==> config.mk <==
export PLATFORM = sky130hd
export DESIGN_NAME = game_cfg_sequencer_flat
export DESIGN_NICKNAME = d
export VERILOG_FILES = /design/src/rtl/game_cfg_sequencer_if.sv /design/src/rtl/game_cfg_sequencer.sv /design/src/flat_wrapper.sv
export SDC_FILE = /design/constraint.sdc
export NUM_CORES = 1
export LEC_CHECK = 0
export BUFFER_PORTS_ARGS = -buffer_cell sky130_fd_sc_hd__buf_2
export CAP_MARGIN = 30
export CORE_MARGIN = 8
export CORE_UTILIZATION = 47
export DETAILED_ROUTE_END_ITERATION = 6
export PLACE_DENSITY_LB_ADDON = 0.2
export SLEW_MARGIN = 20
export SYNTH_ARGS = -nofsm -noshare
export SYNTH_HDL_FRONTEND = slang
export SYNTH_SLANG_ARGS = --single-unit
==> constraint.sdc <==
create_clock -name clk -period 3.4 [get_ports clk]
set_input_delay 0.51 -clock clk [delete_from_list [all_inputs] [get_ports clk]]
set_output_delay 0.51 -clock clk [all_outputs]
set_load 0.01 [all_outputs]
==> src/rtl/game_cfg_sequencer_if.sv <==
// Game identifiers and the request/status bundle between the board controller
// and the configuration sequencer.
package game_cfg_pkg;
    typedef logic [3:0] game_t;

    localparam game_t GAME_NONE    = 4'd0;
    localparam game_t GAME_FINALB  = 4'd1;
    localparam game_t GAME_QJINSEI = 4'd2;
    localparam game_t GAME_DINOREX = 4'd3;
endpackage

interface game_cfg_sequencer_if;
    import game_cfg_pkg::*;

    logic        cfg_req;
    game_t       game;
    logic        core_idle;
    logic        busy;
    logic        cfg_ack;
    logic        drain_timeout;
    logic        core_rst_n;
    logic        cfg_360pri;
    logic        cfg_110pcr;
    logic        cfg_260dar;
    logic [1:0]  cfg_obj_extender;

    modport master (
        output cfg_req, game, core_idle,
        input  busy, cfg_ack, drain_timeout, core_rst_n,
        input  cfg_360pri, cfg_110pcr, cfg_260dar, cfg_obj_extender
    );

    modport slave (
        input  cfg_req, game, core_idle,
        output busy, cfg_ack, drain_timeout, core_rst_n,
        output cfg_360pri, cfg_110pcr, cfg_260dar, cfg_obj_extender
    );
endinterface

==> src/rtl/game_cfg_sequencer.sv <==
// Sequences a board-core reconfiguration: drain bus activity, hold the core in
// reset, load the chip-option selects for the requested game, settle, release.
module game_cfg_sequencer
    import game_cfg_pkg::*;
#(
    parameter int unsigned HOLD_CYCLES   = 16,
    parameter int unsigned SETTLE_CYCLES = 8,
    parameter int unsigned DRAIN_TIMEOUT = 255
) (
    input  logic                 clk,
    input  logic                 reset_n,
    game_cfg_sequencer_if.slave  bus
);

    localparam logic [2:0] S_IDLE    = 3'd0;
    localparam logic [2:0] S_DRAIN   = 3'd1;
    localparam logic [2:0] S_HOLD    = 3'd2;
    localparam logic [2:0] S_LOAD    = 3'd3;
    localparam logic [2:0] S_SETTLE  = 3'd4;
    localparam logic [2:0] S_RELEASE = 3'd5;

    // Counters count down to zero, so each load value is one less than the duration.
    localparam logic [7:0] DRAIN_LOAD  = 8'(DRAIN_TIMEOUT - 1);
    localparam logic [7:0] HOLD_LOAD   = 8'(HOLD_CYCLES - 1);
    localparam logic [7:0] SETTLE_LOAD = 8'(SETTLE_CYCLES - 1);

    // cfg vector layout: {360pri, 260dar, 110pcr, obj_extender[1:0]}
    function automatic logic [4:0] decode_cfg(input game_t g);
        logic [4:0] c;
        case (g)
            GAME_FINALB:  c = 5'b00100;
            GAME_QJINSEI: c = 5'b11001;
            GAME_DINOREX: c = 5'b11001;
            default:      c = 5'b00000;
        endcase
        return c;
    endfunction

    logic [2:0] state_q, state_d;
    logic [7:0] cnt_q, cnt_d;
    game_t      cur_game_q, cur_game_d;
    logic       pend_vld_q, pend_vld_d;
    game_t      pend_game_q, pend_game_d;
    logic       busy_q, busy_d;
    logic       ack_q, ack_d;
    logic       dto_q, dto_d;
    logic       crst_n_q, crst_n_d;
    logic [4:0] cfg_q, cfg_d;

    // Sequencer state, cycle counter, latched game and option selects.
    always_comb begin
        state_d    = state_q;
        cnt_d      = cnt_q;
        cur_game_d = cur_game_q;
        dto_d      = dto_q;
        cfg_d      = cfg_q;
        case (state_q)
            S_IDLE: begin
                if (pend_vld_q) begin
                    state_d    = S_DRAIN;
                    cnt_d      = DRAIN_LOAD;
                    cur_game_d = pend_game_q;
                end else begin
                    state_d = S_IDLE;
                end
            end
            S_DRAIN: begin
                if (bus.core_idle) begin
                    state_d = S_HOLD;
                    cnt_d   = HOLD_LOAD;
                end else if (cnt_q == 8'd0) begin
                    state_d = S_HOLD;
                    cnt_d   = HOLD_LOAD;
                    dto_d   = 1'b1;
                end else begin
                    cnt_d = cnt_q - 8'd1;
                end
            end
            S_HOLD: begin
                if (cnt_q == 8'd0) begin
                    state_d = S_LOAD;
                    cnt_d   = 8'd0;
                end else begin
                    cnt_d = cnt_q - 8'd1;
                end
            end
            S_LOAD: begin
                cfg_d   = decode_cfg(cur_game_q);
                state_d = S_SETTLE;
                cnt_d   = SETTLE_LOAD;
            end
            S_SETTLE: begin
                if (cnt_q == 8'd0) begin
                    state_d = S_RELEASE;
                    cnt_d   = 8'd0;
                end else begin
                    cnt_d = cnt_q - 8'd1;
                end
            end
            S_RELEASE: begin
                state_d = S_IDLE;
                cnt_d   = 8'd0;
            end
            default: begin
                state_d = S_IDLE;
                cnt_d   = 8'd0;
            end
        endcase
    end

    // One-deep pending request; a new strobe wins over consumption in the same cycle.
    always_comb begin
        pend_vld_d  = pend_vld_q;
        pend_game_d = pend_game_q;
        if (bus.cfg_req) begin
            pend_vld_d  = 1'b1;
            pend_game_d = bus.game;
        end else if ((state_q == S_IDLE) && pend_vld_q) begin
            pend_vld_d = 1'b0;
        end else begin
            pend_vld_d = pend_vld_q;
        end
    end

    // Status outputs are decoded from the next state so they align with it once registered.
    always_comb begin
        busy_d = (state_d != S_IDLE);
        ack_d  = (state_d == S_RELEASE);
        if (state_d == S_HOLD) begin
            crst_n_d = 1'b0;
        end else if (state_d == S_RELEASE) begin
            crst_n_d = 1'b1;
        end else begin
            crst_n_d = crst_n_q;
        end
    end

    // All sequencer state and registered outputs.
    always_ff @(posedge clk or negedge reset_n) begin
        if (!reset_n) begin
            state_q     <= S_IDLE;
            cnt_q       <= 8'd0;
            cur_game_q  <= GAME_NONE;
            pend_vld_q  <= 1'b0;
            pend_game_q <= GAME_NONE;
            busy_q      <= 1'b0;
            ack_q       <= 1'b0;
            dto_q       <= 1'b0;
            crst_n_q    <= 1'b0;
            cfg_q       <= 5'b00000;
        end else begin
            state_q     <= state_d;
            cnt_q       <= cnt_d;
            cur_game_q  <= cur_game_d;
            pend_vld_q  <= pend_vld_d;
            pend_game_q <= pend_game_d;
            busy_q      <= busy_d;
            ack_q       <= ack_d;
            dto_q       <= dto_d;
            crst_n_q    <= crst_n_d;
            cfg_q       <= cfg_d;
        end
    end

    assign bus.busy             = busy_q;
    assign bus.cfg_ack          = ack_q;
    assign bus.drain_timeout    = dto_q;
    assign bus.core_rst_n       = crst_n_q;
    assign bus.cfg_360pri       = cfg_q[4];
    assign bus.cfg_260dar       = cfg_q[3];
    assign bus.cfg_110pcr       = cfg_q[2];
    assign bus.cfg_obj_extender = cfg_q[1:0];

endmodule

==> src/flat_wrapper.sv <==
// flat-port wrapper written by rule: the top's interface ports become plain ports
module game_cfg_sequencer_flat import game_cfg_pkg::*;
#(
    parameter int unsigned HOLD_CYCLES   = 16,
    parameter int unsigned SETTLE_CYCLES = 8,
    parameter int unsigned DRAIN_TIMEOUT = 255
)
  (clk, reset_n, bus_cfg_req, bus_game, bus_core_idle, bus_busy, bus_cfg_ack, bus_drain_timeout, bus_core_rst_n, bus_cfg_360pri, bus_cfg_110pcr, bus_cfg_260dar, bus_cfg_obj_extender);
  game_cfg_sequencer_if bus_i ();
  input  logic clk;
  input  logic reset_n;
  input wire logic [$bits(bus_i.cfg_req)-1:0] bus_cfg_req;
  input wire logic [$bits(bus_i.game)-1:0] bus_game;
  input wire logic [$bits(bus_i.core_idle)-1:0] bus_core_idle;
  output wire logic [$bits(bus_i.busy)-1:0] bus_busy;
  output wire logic [$bits(bus_i.cfg_ack)-1:0] bus_cfg_ack;
  output wire logic [$bits(bus_i.drain_timeout)-1:0] bus_drain_timeout;
  output wire logic [$bits(bus_i.core_rst_n)-1:0] bus_core_rst_n;
  output wire logic [$bits(bus_i.cfg_360pri)-1:0] bus_cfg_360pri;
  output wire logic [$bits(bus_i.cfg_110pcr)-1:0] bus_cfg_110pcr;
  output wire logic [$bits(bus_i.cfg_260dar)-1:0] bus_cfg_260dar;
  output wire logic [$bits(bus_i.cfg_obj_extender)-1:0] bus_cfg_obj_extender;
  assign bus_i.cfg_req = bus_cfg_req;
  assign bus_i.game = bus_game;
  assign bus_i.core_idle = bus_core_idle;
  assign bus_busy = bus_i.busy;
  assign bus_cfg_ack = bus_i.cfg_ack;
  assign bus_drain_timeout = bus_i.drain_timeout;
  assign bus_core_rst_n = bus_i.core_rst_n;
  assign bus_cfg_360pri = bus_i.cfg_360pri;
  assign bus_cfg_110pcr = bus_i.cfg_110pcr;
  assign bus_cfg_260dar = bus_i.cfg_260dar;
  assign bus_cfg_obj_extender = bus_i.cfg_obj_extender;
  game_cfg_sequencer #(.HOLD_CYCLES(HOLD_CYCLES), .SETTLE_CYCLES(SETTLE_CYCLES), .DRAIN_TIMEOUT(DRAIN_TIMEOUT)) u_core (.clk(clk), .reset_n(reset_n), .bus(bus_i));
endmodule
==> results of run 1 <==
[routing by layer]
metal	vias up	global-route usage [%]	share of wire (%)
li1	556	-	-
met1	582	16.30	45
met2	30	21.73	49
met3	7	2.092	3.6
met4	0	7.483	1.9
met5	-	0	0
[flip-flops by register name (all words and copies together) (netlist names)]
register,count
u_core.cfg_q,2
u_core.bus.busy,1
u_core.cnt_q,8
u_core.bus.core_rst_n,1
u_core.pend_game_q,4
u_core.bus.cfg_ack,1
u_core.bus.drain_timeout,1
u_core.cur_game_q,4
u_core.state_q,3
u_core.pend_vld_q,1
[Yosys cell counts (4+ instances only)]
| cell type | n | area share (%) |
|---|---|---|
| clkbuf_1 | 5 | 1.3 |
| dfrtp_1 | 26 | 45 |
| inv_1 | 5 | 1.3 |
| mux2_2 | 9 | 7.0 |
| nand2_1 | 6 | 1.6 |
| nor2_1 | 12 | 3.1 |
| nor2b_1 | 4 | 1.7 |
| nor3_1 | 8 | 2.8 |
| o21ai_0 | 11 | 3.8 |
| or3_1 | 5 | 2.2 |
[how the worst min path moves through the flow]
stage,start,to,slack [ns],cells after the start
6_report,reset_n,u_core.cnt_q[4],0.16,1
5_1_grt,reset_n,u_core.cnt_q[3],0.20,1
4_1_cts,reset_n,u_core.cnt_q[3],0.18,1
3_5_place_dp,u_core.cfg_q[2],u_core.cfg_q[2],0.47,2
3_3_place_gp,u_core.cfg_q[2],u_core.cfg_q[2],0.46,2
2_1_floorplan,reset_n,u_core.bus.busy,0.21,0
[critical path: stages, from the launching register on]
cell     delay [ns]
dfrtp_1        0.44
inv_1          0.09
ha_1           0.22
or4b_1         0.56
nor2_1         0.46
o21ai_0        0.21
a32o_1         0.28
[power by group]
| group | switching, mW | internal, mW | total [mW] |
|---|---|---|---|
| clock network | 0.0861 | 0.0415 | 0.128 |
| registers | 0.179 | 0.423 | 0.602 |
| logic | 0.340 | 0.342 | 0.683 |
| total | 0.606 | 0.807 | 1.41 |
[layout by cell type (no fill, tap or decap), types with 4 or more instances in the layout]
cell type and n:
or3_1 5, mux2_2 9, nor2b_1 4, dfrtp_1 26
inv_1 5, nand2_1 6, nor2_1 12, buf_2 15
nor3_1 8, o21ai_0 11
[kinds of logic (layout without fill, tap and decap cells)]
logic type | count (synthesis) | count (layout) | share of synthesized area [%]
and+or+nand+nor | 49 | 49 | 18.78
muxes | 9 | 9 | 6.977
DFF | 26 | 26 | 44.79
other | 1 | 1 | 0.2582
AOI/OAI and AO/OA | 44 | 44 | 21.79
xor gates and xnor gates | 3 | 3 | 1.809
buffers and inverters | 15 | 23 | 4.737
adders and majority gates | 1 | 1 | 0.8612
[final cells by class]
| type | count | area share, % |
|---|---|---|
| Inverter | 5 | 1.218 |
| Tap cell | 33 | 2.679 |
| Multi-Input combinational cell | 107 | 47.56 |
| Timing Repair Buffer | 15 | 4.870 |
| Clock buffer | 3 | 1.461 |
| Sequential cell | 26 | 42.21 |
==> impl_metrics.env, run 1 <==
export IMPL_gp_congestion=0.9160
export IMPL_r2r_start="u_core.cnt_q[0]"
export IMPL_post_cts_resize_count=0
export IMPL_syn_area_um2=1453
export IMPL_dp_hpwl_um=2316
export IMPL_drive_above_1_share_pct=21.79
export IMPL_dr_first_iter_drc_count=115
export IMPL_pre_cts_ws_ns=1.085
export IMPL_nets=167
export IMPL_run_status="finished, final reports clean"
export IMPL_worst_setup_path_start_kind="register"
export IMPL_worstSetupPathType="reg -> reg"
export IMPL_slew_viol_final=0
export IMPL_finalHoldViolCount=0
export IMPL_finalHoldWorstSlack_ns=0.1649
export IMPL_peakVddDrop_mv=0.2988
export IMPL_multi_input_area_um2=733.2
export IMPL_finalWorstSetupSlack_ns=1.037
export IMPL_avgSynthCellArea_um2=9.815
export IMPL_clk_pin_slew_ns=0.13
export IMPL_grt_max_degree=27
export IMPL_rrSetupSlack_ns=1.04
export IMPL_die_w_um=71.60
export IMPL_finalPower_mw=1.413
export IMPL_cts_setup_buffers=0
export IMPL_syn_to_final_growth_pct=6.116
export IMPL_cts_buffers=3
export IMPL_fin_tns_setup_ns=0
export IMPL_hold_path_class="in -> async"
export IMPL_place_area_um2=1519
export IMPL_synth_edf_count=0
export IMPL_endpoint="u_core.bus.core_rst_n"
export IMPL_final_cells=189
export IMPL_power_density_nw_per_um2=916.3
export IMPL_grt_pass1_wl_um=5402
export IMPL_slew_limit_headroom_pct=59.44
export IMPL_max_cap_viol_count=0
export IMPL_die_area_um2=5126
export IMPL_final_min_clock_period_ns=2.363
export IMPL_synth_cells=148
export IMPL_cts_sinks=26
export IMPL_worstSetupStartpoint="u_core.cnt_q[0]"
export IMPL_wl_per_cell_um=16.69
export IMPL_crit_fanout=8
export IMPL_dr_pass1_iters=4
export IMPL_yosys_warnings=0
export IMPL_core_um2=3003
export IMPL_htree_levels=1
export IMPL_synth_fp_nets=157
export IMPL_ant_nets=0
export IMPL_fillers=288
export IMPL_max_slew_worst_pin_slew_ns=0.6084
export IMPL_via_count=1175
export IMPL_ys_ff_latch=26
export IMPL_p_leak_nw=0.6552
export IMPL_rr_worst_depth=6
export IMPL_num_rows=20
export IMPL_vias_per_cell=6.217
export IMPL_clock_latency_ns=0.32
export IMPL_cts_root_buf="clkbuf_4"
export IMPL_reg2reg_to="u_core.bus.core_rst_n"
export IMPL_cp_arrival_ns=2.58
export IMPL_worstPathRequired_ns=3.62
export IMPL_cts_hold_buf=0
export IMPL_io_buffers=15
export IMPL_finalSetupViolCount=0
export IMPL_max_freq_ghz=0.4233
export IMPL_cts_max_path_buffers=2
export IMPL_first_global_vias=1191
export IMPL_ioPinCount=17
export IMPL_start_util_pct=48.37
export IMPL_track_usage_pct=13.31
export IMPL_drt_wl_total_um=3155
export IMPL_fin_area_um2=1541
export IMPL_grt_overflow_total=0
export IMPL_diodes=0
export IMPL_endpoint_kind="register"
export IMPL_antenna_found_initial=0
export IMPL_finalCritPeriodShare_pct=69.49
export IMPL_die_y_um=71.60
export IMPL_dp_cells=186
export IMPL_yosysSeqAreaShare_pct=44.79
export IMPL_cts_tree="yes"
export IMPL_synthFlopType="dfrtp_1"
export IMPL_fin_util_pct=51.33
export IMPL_fin_worst_skew_ns=0.004294
export IMPL_register_area_um2=650.6
export IMPL_drc=0
export IMPL_ys_types=42
export IMPL_grt_setup_unrepaired="false"
export IMPL_synthArstFlopShare_pct=100.0
Note: power is estimated with default switching activity, not from simulation.
==> inputs of run 2 (changes only) <==
==> constraint.sdc (replaced) <==
create_clock -name clk -period 1.9 [get_ports clk]
set_input_delay 0.285 -clock clk [delete_from_list [all_inputs] [get_ports clk]]
set_output_delay 0.285 -clock clk [all_outputs]
set_load 0.01 [all_outputs]
==> run 2 against run 1 <==
The flow now finishes with violations (negative setup slack); maximum frequency increased by 20%; worst hold slack gained 0.016 ns; sequential cell count unchanged; die area is the same; first-iteration DRC count is 7.8% lower; global-route usage increased by 1.2 points; via count is 10% higher; highest routed layer unchanged.
==> impl_metrics.env, run 2 (synthesized netlist as in run 1, its figures left out) <==
export IMPL_max_cap_viol_count=0
export IMPL_critPathMaxStageDelay_ns=0.50
export IMPL_num_rows=20
export IMPL_cp_arrival_ns=2.24
export IMPL_antenna_found_initial=0
export IMPL_nets=194
export IMPL_grt_max_degree=27
export IMPL_grt_setup_unrepaired="true"
export IMPL_diodes=0
export IMPL_run_status="finished, violations left"
export IMPL_grt_pass1_wl_um=6016
export IMPL_fin_area_um2=1828
export IMPL_finalPower_mw=3.032
export IMPL_worstSetupPathType="reg -> reg"
export IMPL_fin_util_pct=60.88
export IMPL_clk_pin_slew_ns=0.15
export IMPL_endpoint_kind="register"
export IMPL_die_area_um2=5126
export IMPL_track_usage_pct=14.49
export IMPL_dr_pass1_iters=4
export IMPL_ant_nets=0
export IMPL_first_global_vias=1301
export IMPL_fillers=262
export IMPL_crit_top_cell="or4b_4"
export IMPL_finalHoldWorstSlack_ns=0.1805
export IMPL_holdPathStages=2
export IMPL_cts_root_buf="clkbuf_4"
export IMPL_ioPinCount=17
export IMPL_finalWorstSetupSlack_ns=-0.06634
export IMPL_finalCritPeriodShare_pct=103.5
export IMPL_cts_buffers=3
export IMPL_crit_chain="inv_2, ha_4, or4b_4, or4b_4, a21oi_2, a2bb2oi_2"
export IMPL_drive_above_1_share_pct=39.67
export IMPL_vias_per_cell=5.982
export IMPL_hold_path_class="in -> reg"
export IMPL_failed_checks="negative setup slack"
export IMPL_die_y_um=71.60
export IMPL_dr_first_iter_drc_count=106
export IMPL_cp_depth=6
export IMPL_p_leak_nw=0.8060
export IMPL_io_buffers=15
export IMPL_largest_reg_flops=8
export IMPL_syn_to_final_growth_pct=25.84
export IMPL_gp_congestion=0.8923
export IMPL_cts_tree="yes"
export IMPL_grt_overflow_total=0
export IMPL_finalHoldViolCount=0
export IMPL_peakVddDrop_mv=0.7418
export IMPL_final_cell_mix="25 x dfrtp_1, 22 x buf_4, 15 x buf_2"
export IMPL_cts_sinks=26
export IMPL_max_freq_ghz=0.5086
export IMPL_dp_hpwl_um=2656
export IMPL_finalSetupViolCount=6
export IMPL_max_slew_worst_pin_slew_ns=0.5820
export IMPL_path_delay_family="simple AND/OR/NAND/NOR gates"
export IMPL_regMostFlops="u_core.cnt_q"
export IMPL_slew_limit_headroom_pct=61.20
export IMPL_rr_worst_depth=6
export IMPL_final_common_cell="dfrtp_1"
export IMPL_via_count=1298
export IMPL_crit_fanout=6
export IMPL_fin_worst_skew_ns=0.02123
export IMPL_final_min_clock_period_ns=1.966
export IMPL_drc=0
export IMPL_worst_setup_path_start_kind="register"
export IMPL_start_util_pct=48.37
export IMPL_cts_max_path_buffers=2
export IMPL_core_um2=3003
export IMPL_htree_levels=1
export IMPL_wl_per_cell_um=16.54
export IMPL_die_w_um=71.60
export IMPL_clock_latency_ns=0.33
export IMPL_fin_tns_setup_ns=-0.1552
export IMPL_slew_viol_final=0
export IMPL_power_density_nw_per_um2=1658
export IMPL_crit_buf_inv=1
export IMPL_reg_largest_list="u_core.cnt_q x8, u_core.cur_game_q x4, u_core.pend_game_q x4"
export IMPL_drt_wl_total_um=3589
export IMPL_worstPathRequired_ns=2.18
export IMPL_cp_slowest_cell="or4b_4"
export IMPL_place_area_um2=1682
[run 2: cell count changes in the layout (fill, tap and decap cells not counted), moves of 2 or more]
cell | previous run | this run
buf_4 | 0 | 22
buf_6 | 0 | 4
a211oi_1 | 2 | 0
a211oi_2 | 0 | 2
inv_1 | 5 | 3
inv_2 | 0 | 2
or4b_1 | 2 | 0
or4b_4 | 0 | 2
[run 2: worst register-to-register path, cell delays in order, from the launching register on]
cell       delay (ns)
dfrtp_1          0.43
inv_2            0.09
ha_4             0.13
or4b_4           0.49
or4b_4           0.50
a21oi_2          0.15
a2bb2oi_2        0.13
[run 2: stage by stage]
step,instances,setup WS [ns]
3_3_place_gp,206,-0.03009
2_1_floorplan,148,-0.1612
5_1_grt,217,-0.1036
3_5_place_dp,206,-0.08582
6_report,217,-0.06634
4_1_cts,214,-0.06132
[run 2: worst paths after layout]
path	startpoint	end	slack (ns)
worst max-delay path	u_core.cnt_q[1]	u_core.cnt_q[6]	-0.07
worst min-delay path	bus_game[2]	u_core.pend_game_q[2]	0.18
worst max register to register	u_core.cnt_q[1]	u_core.cnt_q[6]	-0.07
worst min register to register	u_core.bus.drain_timeout	u_core.bus.drain_timeout	0.49
max in group asynchronous	reset_n	u_core.state_q[2]	1.00
min in group asynchronous	reset_n	u_core.cnt_q[2]	0.46
[run 2: layer usage]
| layer | up-vias | wire, um | global-route usage [%] |
|---|---|---|---|
| li1 | 616 | - | - |
| met5 | - | 0 | 0 |
| met4 | 0 | 78 | 6.576 |
| met2 | 36 | 1768 | 25.10 |
| met3 | 8 | 147 | 2.650 |
| met1 | 638 | 1594 | 16.92 |
[run 2: layout make-up]
type	count	area, um^2	area share [%]
Multi-Input combinational cell	107	784.5	42.92
Inverter	5	18.77	1.027
Clock buffer	4	36.28	1.985
Tap cell	33	41.29	2.259
Sequential cell	26	651.9	35.66
Timing Repair Buffer	42	295.3	16.15
[run 2: what timing repair did]
| action | CTS | global route |
|---|---|---|
| pin swaps | 5 | 5 |
| cloned | 0 | 0 |
| setup buffers | 3 | 3 |
| resized for setup | 7 | 8 |
| hold endpoints to repair | 26 | 0 |
| hold buffers | 1 | 0 |
| setup endpoints to repair | 5 | 11 |
[run 2: report_power, final]
part | internal [mW] | switching [mW]
clock | 0.117 | 0.167
combinational | 0.895 | 0.902
sequential | 0.762 | 0.189
